`config.mk`:
```
export PLATFORM = sky130hd
export DESIGN_NAME = bank_input_debouncer
export DESIGN_NICKNAME = d
export VERILOG_FILES = /design/src/rtl/bank_input_debouncer_pkg.sv /design/src/rtl/bank_input_debouncer_debounce_bit.sv /design/src/rtl/bank_input_debouncer.sv
export SDC_FILE = /design/constraint.sdc
export NUM_CORES = 1
export LEC_CHECK = 0
export CORE_MARGIN = 2
export CORE_UTILIZATION = 42
export CTS_BUF_LIST = sky130_fd_sc_hd__clkbuf_2
export CTS_CLUSTER_SIZE = 14
export DETAILED_ROUTE_END_ITERATION = 6
export SLEW_MARGIN = 20
export SYNTH_ARGS = -nofsm -noshare
export SYNTH_HDL_FRONTEND = slang
export SYNTH_HIERARCHICAL = 1
export SYNTH_SLANG_ARGS = --single-unit
```
`constraint.sdc`:
```
create_clock -name clk -period 5.92 [get_ports clk]
set_input_delay 0.592 -clock clk [delete_from_list [all_inputs] [get_ports clk]]
set_output_delay 0.592 -clock clk [all_outputs]
set_load 0.02 [all_outputs]
```
`src/rtl/bank_input_debouncer_pkg.sv`:
```
// Shared constants and helpers for the bank input debouncer.
// The sizing function is evaluated at elaboration time only.
package bank_input_debouncer_pkg;

    localparam int DEBOUNCE_TICK_DIV       = 65536;
    localparam int DEBOUNCE_STABLE_SAMPLES = 4;

    // Bits needed to hold 0..value-1; never less than 1 so a counter always exists.
    function automatic int clog2(input int value);
        int result;
        result = 0;
        for (int i = 0; i < 31; i++) begin
            if ((32'd1 << i) < 32'(value)) begin
                result = i + 32'sd1;
            end else begin
                result = result;
            end
        end
        return (result < 32'sd1) ? 32'sd1 : result;
    endfunction

endpackage

```
`src/rtl/bank_input_debouncer_debounce_bit.sv`:
```
// One debounced input: two-flop synchronizer, stability counter, accepted level
// and registered one-cycle rise/fall pulses.
module debounce_bit
    import bank_input_debouncer_pkg::*;
#(
    parameter int STABLE_SAMPLES = DEBOUNCE_STABLE_SAMPLES
) (
    input  logic clk,
    input  logic rst,
    input  logic tick,
    input  logic pin,
    output logic level,
    output logic rise,
    output logic fall
);

    localparam int                CNT_W    = clog2(STABLE_SAMPLES);
    localparam logic [CNT_W-1:0]  CNT_LAST = CNT_W'(STABLE_SAMPLES - 1);

    logic             sync1_q;
    logic             sync2_q;
    logic             level_q, level_d;
    logic [CNT_W-1:0] cnt_q, cnt_d;
    logic             rise_q, rise_d;
    logic             fall_q, fall_d;

    // Acceptance rule: a differing sample must persist for STABLE_SAMPLES ticks.
    always_comb begin
        level_d = level_q;
        cnt_d   = cnt_q;
        rise_d  = 1'b0;
        fall_d  = 1'b0;
        if (tick) begin
            if (sync2_q == level_q) begin
                cnt_d = {CNT_W{1'b0}};
            end else if (cnt_q == CNT_LAST) begin
                level_d = sync2_q;
                cnt_d   = {CNT_W{1'b0}};
                rise_d  = sync2_q;
                fall_d  = ~sync2_q;
            end else begin
                cnt_d = cnt_q + CNT_W'(1);
            end
        end else begin
            cnt_d = cnt_q;
        end
    end

    // Synchronizer flops feed each other directly; state registers follow.
    always_ff @(posedge clk) begin
        if (rst) begin
            sync1_q <= 1'b0;
            sync2_q <= 1'b0;
            level_q <= 1'b0;
            cnt_q   <= {CNT_W{1'b0}};
            rise_q  <= 1'b0;
            fall_q  <= 1'b0;
        end else begin
            sync1_q <= pin;
            sync2_q <= sync1_q;
            level_q <= level_d;
            cnt_q   <= cnt_d;
            rise_q  <= rise_d;
            fall_q  <= fall_d;
        end
    end

    assign level = level_q;
    assign rise  = rise_q;
    assign fall  = fall_q;

endmodule

```
`src/rtl/bank_input_debouncer.sv`:
```
// Debounces a bank of input pins on a shared prescaler tick and counts
// presses (rising edges) on bit 0 with a saturating, clearable counter.
module bank_input_debouncer
    import bank_input_debouncer_pkg::*;
#(
    parameter int WIDTH          = 8,
    parameter int TICK_DIV       = DEBOUNCE_TICK_DIV,
    parameter int STABLE_SAMPLES = DEBOUNCE_STABLE_SAMPLES,
    parameter int CNT_W          = 8
) (
    input  logic             clk,
    input  logic             rst,
    input  logic [WIDTH-1:0] bank_in,
    input  logic             clr_count,
    output logic [WIDTH-1:0] level,
    output logic [WIDTH-1:0] rise,
    output logic [WIDTH-1:0] fall,
    output logic [CNT_W-1:0] press_count
);

    localparam int                 PRESC_W    = clog2(TICK_DIV);
    localparam logic [PRESC_W-1:0] PRESC_LAST = PRESC_W'(TICK_DIV - 1);
    localparam logic [CNT_W-1:0]   COUNT_MAX  = {CNT_W{1'b1}};

    logic [PRESC_W-1:0] presc_q, presc_d;
    logic [CNT_W-1:0]   press_q, press_d;
    logic               tick_s;

    assign tick_s = (presc_q == PRESC_LAST);

    // Next-state for the prescaler and the saturating press counter; clear beats increment.
    always_comb begin
        presc_d = presc_q;
        press_d = press_q;
        if (tick_s) begin
            presc_d = {PRESC_W{1'b0}};
        end else begin
            presc_d = presc_q + PRESC_W'(1);
        end
        if (clr_count) begin
            press_d = {CNT_W{1'b0}};
        end else if (rise[0] && (press_q != COUNT_MAX)) begin
            press_d = press_q + CNT_W'(1);
        end else begin
            press_d = press_q;
        end
    end

    // Shared timing and counter state.
    always_ff @(posedge clk) begin
        if (rst) begin
            presc_q <= {PRESC_W{1'b0}};
            press_q <= {CNT_W{1'b0}};
        end else begin
            presc_q <= presc_d;
            press_q <= press_d;
        end
    end

    assign press_count = press_q;

    for (genvar g = 0; g < WIDTH; g++) begin : g_bit
        debounce_bit #(
            .STABLE_SAMPLES(STABLE_SAMPLES)
        ) u_bit (
            .clk  (clk),
            .rst  (rst),
            .tick (tick_s),
            .pin  (bank_in[g]),
            .level(level[g]),
            .rise (rise[g]),
            .fall (fall[g])
        );
    end

endmodule
```
; ---- Yosys cells after proc, flatten, opt, wreduce, memory -nomap -nowiden
; Cells that the tools add are included.
[classes]
n_addsub = 10
n_mul = 0
div = 0
n_lt_le_gt_ge = 0
eq_ne = 18
n_shift = 0
n_mux = 16
n_bitwise = 25
reduce_logical = 19
[ops]
columns = op, n
row1 = 2-to-1 mux 2 bit, 16
row2 = OR reduction 4 bit, 8
row3 = NOT 1 bit, 25
row4 = AND reduction 3 bit, 8
row5 = adder 16 x 1 -> 16 bit (second input constant), 1
row6 = adder 2 x 1 -> 2 bit (second input constant), 8
row7 = equality test 16 bit (second input constant), 1
row8 = equality test 2 bit (second input constant), 8
row9 = adder 8 x 1 -> 8 bit (second input constant), 1
row10 = equality test 1 bit, 8
row11 = inequality test 8 bit (second input constant), 1
row12 = OR reduction 2 bit, 2
row13 = logical AND 1 bit, 1
[word_totals]
register_bits = 80
latch_bits = 0
ramBits = 0
rom_bits = 0
inputBits = 11
out_inout_bits = 32
elab_cells = 138
mem_count = 0

; ---- Longest topological paths before layout
; Gate-level depths: netlist (run 1).
[logic_depth]
word_depth = 3
depth_mapped = 7
ltp_nobuf = 6

; ---- By module
; Netlist (run 1), hierarchy kept.
[by_module_without_submodules]
columns = mod, n_inst, cells_each, area_each_um2, seq_area_each_um2
row1 = debounce_bit, 8, 23, 257.7, 140.1
row2 = bank_input_debouncer, 1, 125, 1064.8, 480.5

; ---- Worst setup path before layout (run 1)
; No wires, ideal clock.
[synth_path]
path_type = register to register
startpoint = register presc_q[0]
endpoint = register g_bit[0].u_bit.cnt_q[0]
setup_time_ns = 0.097
arrival_time_ns = 3.538
required_time_ns = 5.823
path_slack_ns = 2.285
stages_incl_launch_ff = 8
n_path_buf = 1
period_less_slack_ns = 3.635
path_cell_list = dfxtp_1 -> ha_1 -> nand3_1 -> or4_4 -> buf_6 -> nor2_1 -> or4b_1 -> o32ai_1
[synth_via]
elab_chain_cells = 1
[synth_lines]
columns = element, line
row1 = from (decl), bank_input_debouncer.sv:25  ; logic [PRESC_W-1:0] presc_q, presc_d;
row2 = from (signal assigned), bank_input_debouncer.sv:52  ; presc_q <= {PRESC_W{1'b0}};
row3 = from (signal assigned), bank_input_debouncer.sv:55  ; presc_q <= presc_d;
row4 = equality test 16 bit, bank_input_debouncer.sv:29  ; assign tick_s = (presc_q == PRESC_LAST);
row5 = net tick_s, bank_input_debouncer.sv:27  ; logic tick_s;
row6 = to (signal assigned), bank_input_debouncer_debounce_bit.sv:55  ; cnt_q <= {CNT_W{1'b0}};
row7 = to (signal assigned), bank_input_debouncer_debounce_bit.sv:62  ; cnt_q <= cnt_d;
row8 = to (decl), bank_input_debouncer_debounce_bit.sv:23  ; logic [CNT_W-1:0] cnt_q, cnt_d;
; The timed path passes the listed nets, and every way through them passes these cells.
; A chain may end at the register's enable or synchronous reset.

; ---- Worst setup path in the final report (run 1)
; Same ends and word-level chain as after synthesis.

==> results.ini, run 1 <==
[run_status]
outcome=finished clean

[cts]
clkTransAtPathRegs_ns=0.20
cts_buffers=9
post_cts_buffers=0
insertion_delay_ns=0.49
clockBufferDepth=2
cts_tree=done
cts_max_level=3
cts.sink_count=80
cts.repair.resized=0
ctsHoldBuffers=0
clock-root-buffer=clkbuf_2

[sta]
finalSetupViolCount=0
tns_ns=0
period_share=0.4516
fin_skew_ns=0.02507
hold-worst-slack_ns=0.4582
setup_ws_ns=3.247
grt_setup_unrepaired=no
min_period_ns=2.673
tightest_slew_ns=0.6929
hold_viol=0
max_freq_ghz=0.3741
slew_headroom=0.5381
finalMaxSlewViolations=0

[die]
coreArea_sq_um=7214
ios=43
initial_utilization=0.4334
die_x_microns=90.28
die-area_sq_um=8150
die_h_microns=90.28
placementRows=31

[min_path]
holdCritPathClass=reg -> reg

[job]
drv_cap=0

[layout]
seq_area_sq_um=1602
insertedDiodeCount=0
syn2layout_area_growth_pct=21.21
final_cell_count_no_fill=464
nNetsFinal=382
nFillCells=665
multi_input_area_sq_um=1441
drive_above_1_share=0.08219

[routing]
vias_per_cell=5.019
routed.top_layer=met4
route.met3.wl_microns=160
first_pass_iters=4
drtIter0Drc=89
m1WireLength_microns=2713
finalWirelength_microns=5409
post_drt_wl_per_cell_microns=11.66
ant_nets=0
vias=2329
remaining_drc_errors=0
routed-wl-met2_microns=2445

[grt]
grt_pass1_vias=2091
antenna_found_initial=0
grt_pass1_wl_microns=9259
grtUsageTotal=0.1371
grt-ovfl-total=0
grt_max_degree=78

[worst_setup_path]
endpoint_kind=flip-flop
slowest_stage=or4_4
cp.arrival_ns=3.07
crit_required_ns=6.32
slowest_delay_ns=0.55
startpoint_type=flip-flop
cp_top_family=simple AND/OR/NAND/NOR gates
path_cells=ha_1 -> nand3_1 -> or4_4 -> nor2_4 -> buf_16 -> or4b_1 -> o32ai_1
cp_max_fo=39
path_class=reg -> reg
crit_buf_inv=1

[placement]
placed_cells=448
io_buffers=42
dp_hpwl_microns=3465
place.gp.congestion=0.7783
preCtsSetupSlack_ns=3.016

[synthesis]
synth_compound_area_frac=0.09964
synth_edf_count=0
synth_flop_cell=dfxtp_1
postSynth.asyncResetShare=0
ys_ff_latch=80
synth_area_sq_um=3127
synthAdderAreaFrac=0.04002
synth.avg_cell_area_sq_um=10.12
netlist_instances=309
synth.yosys.warnings=6
synth.area.mux_share=0.009604
syn-num-nets=330
synth-xor-area-share=0.06162
synth-seq-area-share=0.5122
yosysUniqueCellTypes=30
synth_top_family_by_area=simple AND/OR/NAND/NOR gates
synthSimpleGateAreaFrac=0.2477

[power_and_ir_drop]
finalPower_uw=847.8
vdd_drop_max_v=0.00007815
power_density_nw_per_um2=223.7
leakage_uw=0.001246

[power breakdown]
part | internal [uW] | leakage [uW] | switching (uW)
combinational | 13.7 | 0.000532 | 13.5
clock | 96.9 | 0.0000654 | 173
sequential | 546 | 0.000648 | 4.98
total | 657 | 0.00125 | 191
[metrics by stage]
stage          cell area, sq um    util
3_5_place_dp               3661  0.5075
4_1_cts                    3762  0.5215
5_1_grt                    3790  0.5253
2_1_floorplan              3127       -
6_report                   3790  0.5253
3_3_place_gp               3661  0.5075
[cell usage in the layout (no fill, tap or decap), drive strengths merged, types with 3 or more instances in the layout]
master,instances
nand3b,8
nand2,14
ha,10
a21oi,11
a21bo,8
nor4b,16
or4b,8
mux2i,3
xnor2,18
o21ai,5
nor3,5
clkbuf,11
clkdlybuf4s50,41
xor2,4
nor2b,16
buf,3
nand3,21
nand4,5
nor2,29
dfxtp,80
inv,19
o32ai,16
[cell families after synthesis]
family / Yosys count
AO/OA/AOI/OAI: 41
XOR/XNOR: 22
adder cells (fa/ha/maj): 10
buffers and inverters: 22
flip-flops: 80
multiplexers: 3
AND/OR/NAND/NOR: 131
[area by class of cell]
| cell class | instances | area share |
|---|---|---|
| well taps | 99 | 0.03268 |
| clock inverters | 4 | 0.01222 |
| inverters | 19 | 0.01882 |
| repair buffers | 44 | 0.1189 |
| flip-flops and latches | 80 | 0.4226 |
| clock buffers | 11 | 0.01453 |
| multi-input cells | 207 | 0.3803 |
[routing by layer]
metal / vias up / GRT usage
met3: 7 / 0.02671
li1: 1215 / -
met4: 0 / 0.08077
met5: - / 0
met2: 36 / 0.2187
met1: 1071 / 0.1727
[cell usage after synthesis, types with 2 or more instances]
cell type,n,share of area
nand4_1,5,0.010
nor2_1,29,0.035
nand3_1,20,0.032
mux2i_1,3,0.0096
nand3b_1,8,0.019
and4_1,2,0.0056
or3_1,2,0.0040
a21oi_1,11,0.018
nor4b_1,16,0.045
inv_1,19,0.023
nor3_1,5,0.0080
o32ai_1,16,0.045
a21bo_2,8,0.026
nor2b_1,16,0.032
or4b_1,8,0.026
o21ai_0,5,0.0080
nand2_1,14,0.017
dfxtp_1,80,0.51
xnor2_1,18,0.050
ha_1,10,0.040
nor4_1,2,0.0040
xor2_1,4,0.011
[flip-flops by register name, indices dropped and copies added, names as in the netlist]
register	cells
g_bit.u_bit/level	8
g_bit.u_bit/sync1_q	8
g_bit.u_bit/cnt_q	16
g_bit.u_bit/rise	8
g_bit.u_bit/fall	8
g_bit.u_bit/sync2_q	8
presc_q	16
press_count	8
[final timing paths]
path	startpoint	to	slack (ns)	cells past startpoint
worst min-delay path	g_bit[1].u_bit/sync1_q$_SDFF_PP0_	g_bit[1].u_bit/sync2_q$_SDFF_PP0_	0.46	1
worst min register to register	g_bit[1].u_bit/sync1_q$_SDFF_PP0_	g_bit[1].u_bit/sync2_q$_SDFF_PP0_	0.46	1
worst max register to register	presc_q[0]$_SDFF_PP0_	g_bit[0].u_bit/cnt_q[0]$_SDFFE_PP0P_	3.25	7
worst max-delay path	presc_q[0]$_SDFF_PP0_	g_bit[0].u_bit/cnt_q[0]$_SDFFE_PP0P_	3.25	7
Note: power is estimated with default switching activity, not from simulation.
==> inputs of run 2 (changes only) <==
==> constraint.sdc (replaced) <==
create_clock -name clk -period 2.78 [get_ports clk]
set_input_delay 0.278 -clock clk [delete_from_list [all_inputs] [get_ports clk]]
set_output_delay 0.278 -clock clk [all_outputs]
set_load 0.02 [all_outputs]
==> results.ini, run 2 (synthesized netlist as in run 1, its figures left out) <==
[power_and_ir_drop]
vdd_drop_max_v=0.0002465  ; +220%
power_density_nw_per_um2=493.7  ; +120%
leakage_uw=0.001293  ; +3.7%

[run_status]
outcome=finished clean

[cts]
ctsHoldBuffers=0  ; unchanged
cts_max_level=3  ; unchanged
clock-root-buffer=clkbuf_2
insertion_delay_ns=0.50  ; about the same
post_cts_buffers=0  ; unchanged
cts.repair.resized=0  ; unchanged
cts_buffers=9  ; unchanged
cts.sink_count=80  ; unchanged
clockBufferDepth=2  ; unchanged
cts_tree=done
clkTransAtPathRegs_ns=0.20  ; about the same

[routing]
first_pass_iters=4  ; unchanged
finalWirelength_microns=5463  ; +1.0%
remaining_drc_errors=0  ; unchanged
drtIter0Drc=82  ; -7.9%
ant_nets=0  ; unchanged
vias=2332  ; +0.13%
post_drt_wl_per_cell_microns=11.57  ; -0.71%
vias_per_cell=4.941  ; -1.6%

[worst_setup_path]
cp.arrival_ns=2.91  ; -0.16 ns
r2r_slack_ns=0.27  ; -2.97 ns
r2r_start=presc_q[0]$_SDFF_PP0_
startpoint_type=flip-flop
cp_max_fo=9  ; -77%
path_cells=ha_1 -> nand3_1 -> or4_4 -> nor2_4 -> buf_4 -> or4b_1 -> o32ai_1
slowest_stage=or4_4
startpoint=presc_q[0]$_SDFF_PP0_
r2r-end=g_bit[7].u_bit/cnt_q[0]$_SDFFE_PP0P_
endpoint_kind=flip-flop
endpoint=g_bit[7].u_bit/cnt_q[0]$_SDFFE_PP0P_
slowest_delay_ns=0.55  ; about the same
r2r_cells=7  ; unchanged
crit_required_ns=3.19  ; -3.13 ns
path_class=reg -> reg

[layout]
drive_above_1_share=0.1019  ; +0.01968
nNetsFinal=389  ; +1.8%
insertedDiodeCount=0  ; unchanged
final_cell_count_no_fill=472  ; +1.7%
biggestRegsByFlops=g_bit.u_bit/cnt_q (16), presc_q (16)
final_common_cell=dfxtp_1
final_cell_mix=dfxtp_1 (80), clkdlybuf4s50_1 (41), nor2_1 (28)
nFillCells=689  ; +3.6%
syn2layout_area_growth_pct=23.61
design_area_sq_um=3865  ; +2.0%

[grt]
grt_max_degree=53  ; -32%
grt_pass1_vias=2071  ; -0.96%
grt-ovfl-total=0  ; unchanged
grtUsageTotal=0.1373  ; +0.0002266
grt_pass1_wl_microns=9073  ; -2.0%
antenna_found_initial=0  ; unchanged

[sta]
tightest_slew_ns=0.8471  ; +0.1542 ns
max_freq_ghz=0.3990  ; +6.7%
tns_ns=0  ; unchanged
finalMaxSlewViolations=0  ; unchanged
finalSetupViolCount=0  ; unchanged
hold_viol=0  ; unchanged
setup_ws_ns=0.2738  ; -2.973 ns
fin_skew_ns=0.01736  ; -0.007704 ns
slew_headroom=0.4353  ; -0.1028
period_share=0.9015  ; +0.4500
min_period_ns=2.506  ; -0.1670 ns
grt_setup_unrepaired=no

[placement]
dp_hpwl_microns=3609  ; +4.2%
place.gp.congestion=0.7831  ; +0.62%
preCtsSetupSlack_ns=0.3583  ; -2.658 ns
place_area_sq_um=3734  ; +2.0%
placed_cells=456  ; +1.8%
io_buffers=42  ; unchanged

[job]
drv_cap=0  ; unchanged

[die]
initial_utilization=0.4334  ; unchanged
ios=43  ; unchanged
die_h_microns=90.28  ; unchanged
coreArea_sq_um=7214  ; unchanged
placementRows=31  ; unchanged
die_x_microns=90.28  ; unchanged
die-area_sq_um=8150  ; unchanged

[min_path]
holdCritPathClass=in -> reg

## run 2: cell count changes in the layout (fill, tap and decap cells not counted)
cell and change:
bufinv_16 +1, clkinv_2 +2, clkbuf_2 -2, buf_16 -1, buf_4 +7, buf_12 +1
## run 2: per-layer routing
layer / up-vias / routed length [microns] / GRT usage
li1: 1229 / - / -
met1: 1062 / 2661 / 0.1707
met2: 35 / 2552 / 0.2149
met3: 6 / 181 / 0.03339
met4: 0 / 68 / 0.08462
met5: - / 0 / 0
## run 2: worst min path at each step
stage,startpoint,endpoint,slack (ns),cells past startpoint
CTS,bank_in[3],g_bit[3].u_bit/sync1_q$_SDFF_PP0_,0.24,2
detailed placement,g_bit[2].u_bit/sync1_q$_SDFF_PP0_,g_bit[2].u_bit/sync2_q$_SDFF_PP0_,0.42,1
finish,bank_in[3],g_bit[3].u_bit/sync1_q$_SDFF_PP0_,0.31,2
global route,bank_in[3],g_bit[3].u_bit/sync1_q$_SDFF_PP0_,0.26,2
floorplan,rst,g_bit[0].u_bit/level$_SDFFE_PP0P_,0.35,1
global placement,g_bit[6].u_bit/sync1_q$_SDFF_PP0_,g_bit[6].u_bit/sync2_q$_SDFF_PP0_,0.42,1
## run 2: report_power, final
part           total [uW]  internal, uW  switching [uW]
clock                 671           290             381
combinational        62.7          32.2            30.6
sequential           1170          1160            10.7
## run 2: area by class of cell
cell class,count,area (sq um),share of cell area
sequential,80,1602,0.4144
multi-input combinational,207,1441,0.3729
clock inverter,7,86.33,0.02234
clock buffer,9,45.04,0.01165
timing repair buffer,51,495.5,0.1282
inverter,19,71.32,0.01845
tap,99,123.9,0.03205
## run 2: stage by stage
| step | hold WS (ns) | total power [uW] | utilization |
|---|---|---|---|
| floorplan | 0.3471 | 1222 | - |
| CTS | 0.2403 | 1941 | 0.5357 |
| global placement | 0.4179 | 1259 | 0.5175 |
| detailed placement | 0.4231 | 1260 | 0.5175 |
| global route | 0.2577 | 1995 | 0.5357 |
| finish | 0.3077 | 1908 | 0.5357 |
## run 2: critical path, delay by kind of cell (launching register included)
kind / cells / cell delay [ns]
simple gates: 4 / 1.38
buf+inv: 1 / 0.20
flops: 1 / 0.44
compound gates: 1 / 0.12
fa+ha+maj: 1 / 0.29
==> inputs of run 3 (changes only) <==
--- a/config.mk
+++ b/config.mk
@@ -5,6 +5,7 @@
 export SDC_FILE = /design/constraint.sdc
 export NUM_CORES = 1
 export LEC_CHECK = 0
+export ABC_CLOCK_PERIOD_IN_PS = 2780
 export CORE_MARGIN = 2
 export CORE_UTILIZATION = 42
 export CTS_BUF_LIST = sky130_fd_sc_hd__clkbuf_2
==> results of run 3 <==
Final layout, timing and power as in run 2 (identical DEF).
